**config.mk**
```make
export PLATFORM = sky130hd
export DESIGN_NAME = mem_arbiter_flat
export DESIGN_NICKNAME = d
export VERILOG_FILES = /design/src/rtl/mem_arbiter_if.sv /design/src/rtl/mem_arbiter.sv /design/src/flat_wrapper.sv
export SDC_FILE = /design/constraint.sdc
export NUM_CORES = 1
export LEC_CHECK = 0
export CAP_MARGIN = 15
export CORE_MARGIN = 3
export CORE_UTILIZATION = 35
export DETAILED_ROUTE_END_ITERATION = 12
export PLACE_DENSITY_LB_ADDON = 0.3
export SYNTH_ARGS = -nofsm -noshare
export SYNTH_HDL_FRONTEND = slang
export SYNTH_SLANG_ARGS = --single-unit
```
**constraint.sdc**
```tcl
create_clock -name Clock -period 1.94 [get_ports Clock]
set_input_delay 0.291 -clock Clock [delete_from_list [all_inputs] [get_ports Clock]]
set_output_delay 0.291 -clock Clock [all_outputs]
set_load 0.05 [all_outputs]
```
**src/rtl/mem_arbiter_if.sv**
```systemverilog
// Request/grant bus between the two memory requesters and mem_arbiter.
// The requester side drives the master modport; the arbiter takes the slave modport.
interface mem_arbiter_if #(
  parameter int ADDR_W = 5,
  parameter int DATA_W = 32
);
  logic              req0;
  logic              req1;
  logic              we0;
  logic              we1;
  logic [ADDR_W-1:0] addr0;
  logic [ADDR_W-1:0] addr1;
  logic [DATA_W-1:0] wdata0;
  logic [DATA_W-1:0] wdata1;
  logic              gnt0;
  logic              gnt1;
  logic              rvalid0;
  logic              rvalid1;
  logic [DATA_W-1:0] rdata0;
  logic [DATA_W-1:0] rdata1;

  modport master (
    output req0, req1, we0, we1, addr0, addr1, wdata0, wdata1,
    input  gnt0, gnt1, rvalid0, rvalid1, rdata0, rdata1
  );

  modport slave (
    input  req0, req1, we0, we1, addr0, addr1, wdata0, wdata1,
    output gnt0, gnt1, rvalid0, rvalid1, rdata0, rdata1
  );
endinterface

```
**src/rtl/mem_arbiter.sv**
```systemverilog
// Zero-fills the data memory after reset, then shares its single port
// between two requesters with round-robin arbitration.
module mem_arbiter #(
  parameter int ADDR_W = 5,
  parameter int DATA_W = 32,
  parameter int DEPTH  = 2**ADDR_W
) (
  input  logic              Clock,
  input  logic              R,
  mem_arbiter_if.slave      bus,
  output logic              init_done,
  output logic              mem_WriteEn,
  output logic [ADDR_W-1:0] mem_Addy,
  output logic [DATA_W-1:0] mem_WriteData,
  input  logic [DATA_W-1:0] mem_ReadData
);

  typedef enum logic [1:0] {
    START = 2'd0,
    INIT  = 2'd1,
    ARB   = 2'd2
  } state_t;

  localparam logic [ADDR_W:0] LAST_IDX = (ADDR_W+1)'(DEPTH - 1);

  state_t          state;
  logic [ADDR_W:0] init_cnt;
  logic            last;

  // Grant decision: a lone requester wins; on contention the port not served last wins.
  always_comb begin
    // NOTE: every output gets a default first so no path leaves it unassigned (no latch).
    bus.gnt0 = 1'b0;
    bus.gnt1 = 1'b0;
    if (state == ARB) begin
      if (bus.req0 && (!bus.req1 || last)) bus.gnt0 = 1'b1;
      else if (bus.req1)                   bus.gnt1 = 1'b1;
    end
  end

  // Memory port mux: init sequencer during INIT, otherwise the granted requester.
  always_comb begin
    mem_WriteEn   = 1'b0;
    mem_Addy      = '0;
    mem_WriteData = '0;
    if (state == INIT) begin
      mem_WriteEn   = 1'b1;
      mem_Addy      = init_cnt[ADDR_W-1:0];
      mem_WriteData = '0;
    end else if (bus.gnt0) begin
      mem_WriteEn   = bus.we0;
      mem_Addy      = bus.addr0;
      mem_WriteData = bus.wdata0;
    end else if (bus.gnt1) begin
      mem_WriteEn   = bus.we1;
      mem_Addy      = bus.addr1;
      mem_WriteData = bus.wdata1;
    end
  end

  // Sequencer FSM: one idle cycle, DEPTH zero-fill writes, then arbitration forever.
  always_ff @(posedge Clock or negedge R) begin
    if (!R) begin
      // NOTE: sequential state uses non-blocking assignments so all flops update together.
      state     <= START;
      init_cnt  <= '0;
      init_done <= 1'b0;
    end else begin
      case (state)
        START: state <= INIT;
        INIT: begin
          init_cnt <= init_cnt + (ADDR_W+1)'(1);
          if (init_cnt == LAST_IDX) begin
            state     <= ARB;
            init_done <= 1'b1;
          end
        end
        ARB:     state <= ARB;
        default: state <= START;
      endcase
    end
  end

  // Accepted transactions: remember the winner and capture read data for one-cycle rvalid.
  always_ff @(posedge Clock or negedge R) begin
    if (!R) begin
      last        <= 1'b1;
      bus.rvalid0 <= 1'b0;
      bus.rvalid1 <= 1'b0;
      bus.rdata0  <= '0;
      bus.rdata1  <= '0;
    end else begin
      bus.rvalid0 <= bus.gnt0 && !bus.we0;
      bus.rvalid1 <= bus.gnt1 && !bus.we1;
      if (bus.gnt0) last <= 1'b0;
      if (bus.gnt1) last <= 1'b1;
      if (bus.gnt0 && !bus.we0) bus.rdata0 <= mem_ReadData;
      if (bus.gnt1 && !bus.we1) bus.rdata1 <= mem_ReadData;
    end
  end

endmodule

```
**src/flat_wrapper.sv**
```systemverilog
// flat-port wrapper written by rule: the top's interface ports become plain ports
module mem_arbiter_flat 
#(
  parameter int ADDR_W = 5,
  parameter int DATA_W = 32,
  parameter int DEPTH  = 2**ADDR_W
)
  (Clock, R, init_done, mem_WriteEn, mem_Addy, mem_WriteData, mem_ReadData, bus_req0, bus_req1, bus_we0, bus_we1, bus_addr0, bus_addr1, bus_wdata0, bus_wdata1, bus_gnt0, bus_gnt1, bus_rvalid0, bus_rvalid1, bus_rdata0, bus_rdata1);
  mem_arbiter_if #(.ADDR_W(ADDR_W), .DATA_W(DATA_W)) bus_i ();
  input  logic Clock;
  input  logic R;
  output logic init_done;
  output logic mem_WriteEn;
  output logic [ADDR_W-1:0] mem_Addy;
  output logic [DATA_W-1:0] mem_WriteData;
  input  logic [DATA_W-1:0] mem_ReadData;
  input wire logic [$bits(bus_i.req0)-1:0] bus_req0;
  input wire logic [$bits(bus_i.req1)-1:0] bus_req1;
  input wire logic [$bits(bus_i.we0)-1:0] bus_we0;
  input wire logic [$bits(bus_i.we1)-1:0] bus_we1;
  input wire logic [$bits(bus_i.addr0)-1:0] bus_addr0;
  input wire logic [$bits(bus_i.addr1)-1:0] bus_addr1;
  input wire logic [$bits(bus_i.wdata0)-1:0] bus_wdata0;
  input wire logic [$bits(bus_i.wdata1)-1:0] bus_wdata1;
  output wire logic [$bits(bus_i.gnt0)-1:0] bus_gnt0;
  output wire logic [$bits(bus_i.gnt1)-1:0] bus_gnt1;
  output wire logic [$bits(bus_i.rvalid0)-1:0] bus_rvalid0;
  output wire logic [$bits(bus_i.rvalid1)-1:0] bus_rvalid1;
  output wire logic [$bits(bus_i.rdata0)-1:0] bus_rdata0;
  output wire logic [$bits(bus_i.rdata1)-1:0] bus_rdata1;
  assign bus_i.req0 = bus_req0;
  assign bus_i.req1 = bus_req1;
  assign bus_i.we0 = bus_we0;
  assign bus_i.we1 = bus_we1;
  assign bus_i.addr0 = bus_addr0;
  assign bus_i.addr1 = bus_addr1;
  assign bus_i.wdata0 = bus_wdata0;
  assign bus_i.wdata1 = bus_wdata1;
  assign bus_gnt0 = bus_i.gnt0;
  assign bus_gnt1 = bus_i.gnt1;
  assign bus_rvalid0 = bus_i.rvalid0;
  assign bus_rvalid1 = bus_i.rvalid1;
  assign bus_rdata0 = bus_i.rdata0;
  assign bus_rdata1 = bus_i.rdata1;
  mem_arbiter #(.ADDR_W(ADDR_W), .DATA_W(DATA_W), .DEPTH(DEPTH)) u_core (.Clock(Clock), .R(R), .bus(bus_i), .init_done(init_done), .mem_WriteEn(mem_WriteEn), .mem_Addy(mem_Addy), .mem_WriteData(mem_WriteData), .mem_ReadData(mem_ReadData));
endmodule
```
## Yosys cells after proc, flatten, opt, wreduce, memory -nomap -nowiden

Index checks and enable logic that the tools add are counted.

- Register bits after elaboration: 76
- Latch bits: 0
- Bits in writable memories: 0
- Bits in read-only memories: 0
- Input port bits: 112
- Output and inout bits: 107
- Logic and storage cells: 41
- Memories kept: 0

- $add $sub $neg: 1
- $mul: 0
- Div/mod/pow operators: 0
- Magnitude comparators: 0
- Equal/unequal tests: 4
- Shift operators: 0
- Multiplexer cells: 18
- Bitwise operators: 0
- Reductions and logical operators: 10

Operator list:

| cell | count |
|---|---|
| 2-to-1 mux 32 bit | 3 |
| 2-to-1 mux 5 bit | 3 |
| 2-to-1 mux 1 bit | 10 |
| adder 6 x 1 -> 6 bit (second input constant) | 1 |
| == test 6 x 5 -> 1 bit (second input constant) | 1 |
| one-hot mux 2 bit (3 select lines) | 1 |
| logical AND 1 bit | 3 |
| logical NOT 1 bit | 3 |
| == test 2 x 1 -> 1 bit (second input constant) | 1 |
| == test 2 bit (second input constant) | 1 |
| logical NOT 2 bit | 1 |
| 2-to-1 mux 2 bit | 1 |
| != test 2 bit (second input constant) | 1 |
| AND reduction 2 bit | 1 |
| nonzero test 2 bit | 1 |
| logical OR 1 bit | 1 |

## Depth between registers and ports, before layout

- Word-level depth: 8
- Mapped depth: 8
- Depth with buffers taken out: 6

## Worst setup path before layout

No wires, ideal clock.

- Kind: reg2out
- Start: reg u_core.state[0]
- End: out mem_Addy[1]
- Arrival time: 2776 ps
- Required time: 1649 ps
- Path slack: -1127 ps
- Cell stages (with the launch flop): 7
- Buffers on the path: 1
- Cells stage by stage: dfrtp_1 inv_1 ha_1 and2_1 buf_2 nand2_1 o311ai_0

- Word-level cells in the longest chain between the ends: 5

Ends and longest elaborated chain:

| item | RTL line | source |
|---|---|---|
| start, declared | mem_arbiter.sv:26 | `state_t state;` |
| start signal, assigned | mem_arbiter.sv:65 | `state <= START;` |
| start signal, assigned | mem_arbiter.sv:70 | `START: state <= INIT;` |
| start signal, assigned | mem_arbiter.sv:74 | `state <= ARB;` |
| == test 2 bit | mem_arbiter.sv:35 | `if (state == ARB) begin` |
| 2-to-1 mux 1 bit | mem_arbiter.sv:35 |  |
| 2-to-1 mux 5 bit | mem_arbiter.sv:54 | `end else if (bus.gnt1) begin` |
| 2-to-1 mux 5 bit | mem_arbiter.sv:50 | `end else if (bus.gnt0) begin` |
| 2-to-1 mux 5 bit * | mem_arbiter.sv:46 | `if (state == INIT) begin` |
| end, declared | flat_wrapper.sv:14 | `output logic [ADDR_W-1:0] mem_Addy;` |

Every way passes the cells marked *; elsewhere a longest branch is shown, timed or not.

## Final worst setup path

- Start: reg u_core.state[0]
- End: out mem_Addy[4]

Same word-level chain as after synthesis.

==> reports/metrics.cfg <==
[floorplanning]
die-area_sq_um = 12100
num_rows = 37
core_area_sq_um = 10500
die_h_um = 110
initial_core_util_pct = 36.3
io_pins = 219
dieWidth_um = 110

[synthesis]
yosys.area_share.simple_pct = 12.7
synth_fp_nets = 438
yosysWarnings = 0
synth_enable_flop_cells = 0
async_flop_share_pct = 100
yosysSeqAreaShare_pct = 50.1
synth_area_sq_um = 3800
synth_area_per_cell_sq_um = 11.8
ys_top_cells_by_area = dfrtp_1 (49%), mux2_4 (11%), mux2_2 (11%)
ys_types = 30
yosys_register_bits = 76
post-synth-top-count-cell = dfrtp_1
netlist.top_cell.by_area = dfrtp_1
synthMuxAreaShare_pct = 22.7
synth_top_family_by_area = multiplexers
postSynthCellCount = 322
synth_compound_area_share_pct = 6.22
synth_top_area_share_pct = 49.4
synthXorXnorAreaFrac_pct = 1.15
synth_common_cells = dfrtp_1 (75), nand3_1 (65), mux2_2 (38)
synthAdderAreaFrac_pct = 1.32
dominantRegCellSynth = dfrtp_1

[placement]
place_area_sq_um = 7130
place_congestion = 0.798
dp.cells = 674
portBuffers = 218
dp_hpwl_mm = 9.72

[timing]
rsz0062_at_grt = true
slew-limit-headroom_pct = 63.2
fmax_mhz = 461
finalWorstSetupSlack_ns = -0.228
worst_pin_slew_ns = 0.552
fin_crit_ns = 2.17
period_share_pct = 112
slew_viol_final = 0
final-setup-viol-count = 38
hold_viol_final = 0
fin_worst_skew_ns = 0.00725

[clock_tree]
numCtsBuffers = 9
clkLatencyLatePin_ns = 0.33
cts_tree = yes
cts_sinks = 76
htreeDepth = 3
clk_pin_slew_ns = 0.08
root_buffer = clkbuf_8
clockBufferDepth = 2

[power_and_ir_drop]
p_comb_share_pct = 52.3
seqPwrFrac_pct = 29.7
powerDensity_nw_per_um2 = 848
swShare_pct = 41.0
p_int_mw = 4.01
power_leakage_nw = 3.20
power_frac_clock_pct = 18.1
vdd_drop_max_v = 0.000611
p_switching_mw = 2.79

[status]
outcome = finished, violations left
violations = setup timing

[finish]
drive_gt1_share_pct = 44.9
area_growth_pct = 111
fin_area_sq_um = 8010
diodes = 0
n_fill_cell = 665
layout.cells.non_filler = 708
final_core_utilization_pct = 76.6
finalNetCount = 683
multi_input_area_sq_um = 2500
regArea_sq_um = 1900

[global_routing]
grt_start_max_net_pins = 44
grt_pass1_vias = 3870
antenna_found_initial = 0
grt_pass1_wl_mm = 20.3
grt_use_total_pct = 21.7
gr-total-overflow = 0

[worst_setup_path]
cp.arrival_ns = 1.88
cp_slowest_stage_delay_ns = 0.40
worst_setup_path_start_kind = flop
end_kind = output port
worst-path-max-fanout = 6
slowest_stage = dfrtp_1
worst-setup-path-type = reg -> out
cp_num_buf_inv = 3
crit_chain = inv_2 -> ha_4 -> and2_4 -> nand2_8 -> buf_4 -> o311ai_4 -> buf_12
crit_family = buffers and inverters
required_ns = 1.65

[detailed_routing]
vias_per_cell = 5.11
vias = 3616
ant_nets = 0
drt_iter0_drc = 162
drt-total-wl_mm = 14.5
wl_per_cell_um = 20.5
drtPass1Iterations = 4
drc = 0

[hold_path]
min_path_type = reg -> reg

[run]
max_cap_violations = 0

## per-stage QoR
stage	total power, mW	setup WS, ns	setup TNS [ns]	hold WS (ns)
floorplan	4.00	-0.131	-0.449	-0.00459
global placement	5.35	-0.157	-4.69	0.311
detailed placement	5.41	-0.229	-9.51	0.322
CTS	6.75	-0.249	-8.00	0.470
global route	7.07	-0.295	-9.85	0.491
finish	6.80	-0.228	-6.90	0.461
## worst paths after layout
path | cells past startpoint | to | from | slack [ns]
worst max-delay path | 7 | mem_Addy[4] | u_core.state[0] | -0.23
worst max register to register | 8 | u_core.bus.rdata0[22] | u_core.state[0] | 0.04
min in group asynchronous | 2 | u_core.bus.rdata1[11] | R | 0.49
worst min-delay path | 1 | u_core.init_done | u_core.init_done | 0.46
max in group asynchronous | 3 | u_core.bus.rdata0[25] | R | 0.91
worst min register to register | 1 | u_core.init_done | u_core.init_done | 0.46
## layout by cell type (no fill, tap or decap), drive strengths merged, types with 2 or more instances in the layout
cell type      instances
a21oi                 34
and2                   4
and3b                  2
buf                   81
clkbuf                13
clkdlybuf4s50        177
clkinvlp               3
dfrtp                 75
ha                     4
inv                   10
mux2                  67
nand2                  9
nand3                 65
nand4                  3
nand4b                 4
nor2                   2
o311ai                 4
xnor2                  4
## kinds of logic (layout without fill, tap and decap cells)
logic type               count (synthesis)  count (layout)
AND/OR/NAND/NOR                         91              92
flip-flops                              76              76
multiplexers                            67              67
AO/OA/AOI/OAI                           42              42
buffers and inverters                   37             286
XOR/XNOR                                 5               5
adder cells (fa/ha/maj)                  4               4
## per-layer routing
metal,GRT usage [%],vias to the layer above,share of wire (%)
met1,26.9,1813,39
met4,7.56,0,2.2
li1,-,1645,-
met3,4.25,31,4.5
met2,37.8,127,54
met5,0,-,0
## cell type report
type / count / area share (%)
clock buffers: 9 / 1.55
clock inverters: 7 / 0.999
inverters: 7 / 0.375
multi-input cells: 210 / 31.2
flip-flops and latches: 76 / 23.8
well taps: 136 / 2.12
repair buffers: 263 / 40.0
## sequential cells by signal, indices dropped and copies added, names as in the netlist
register	flops
u_core.bus.rdata0	32
u_core.bus.rdata1	32
u_core.init_cnt	6
u_core.state	2
u_core.bus.rvalid0	1
u_core.bus.rvalid1	1
u_core.init_done	1
u_core.last	1
## what timing repair did
item	in CTS	in global routing
gates cloned	3	5
setup buffers	11	3
hold buffers	1	0
resized for setup	44	41
endpoints found under the hold margin	40	0
pin swaps	24	40
endpoints found under the setup margin	40	60
## power by group through the flow
stage	clock [mW]	combinational [mW]	sequential (mW)
2_1_floorplan	0	0.984	3.02
3_3_place_gp	0	3.33	2.03
3_5_place_dp	0	3.37	2.05
4_1_cts	1.27	3.46	2.02
5_1_grt	1.35	3.66	2.06
6_report	1.23	3.55	2.02
Power figures use the tool's default switching activity.
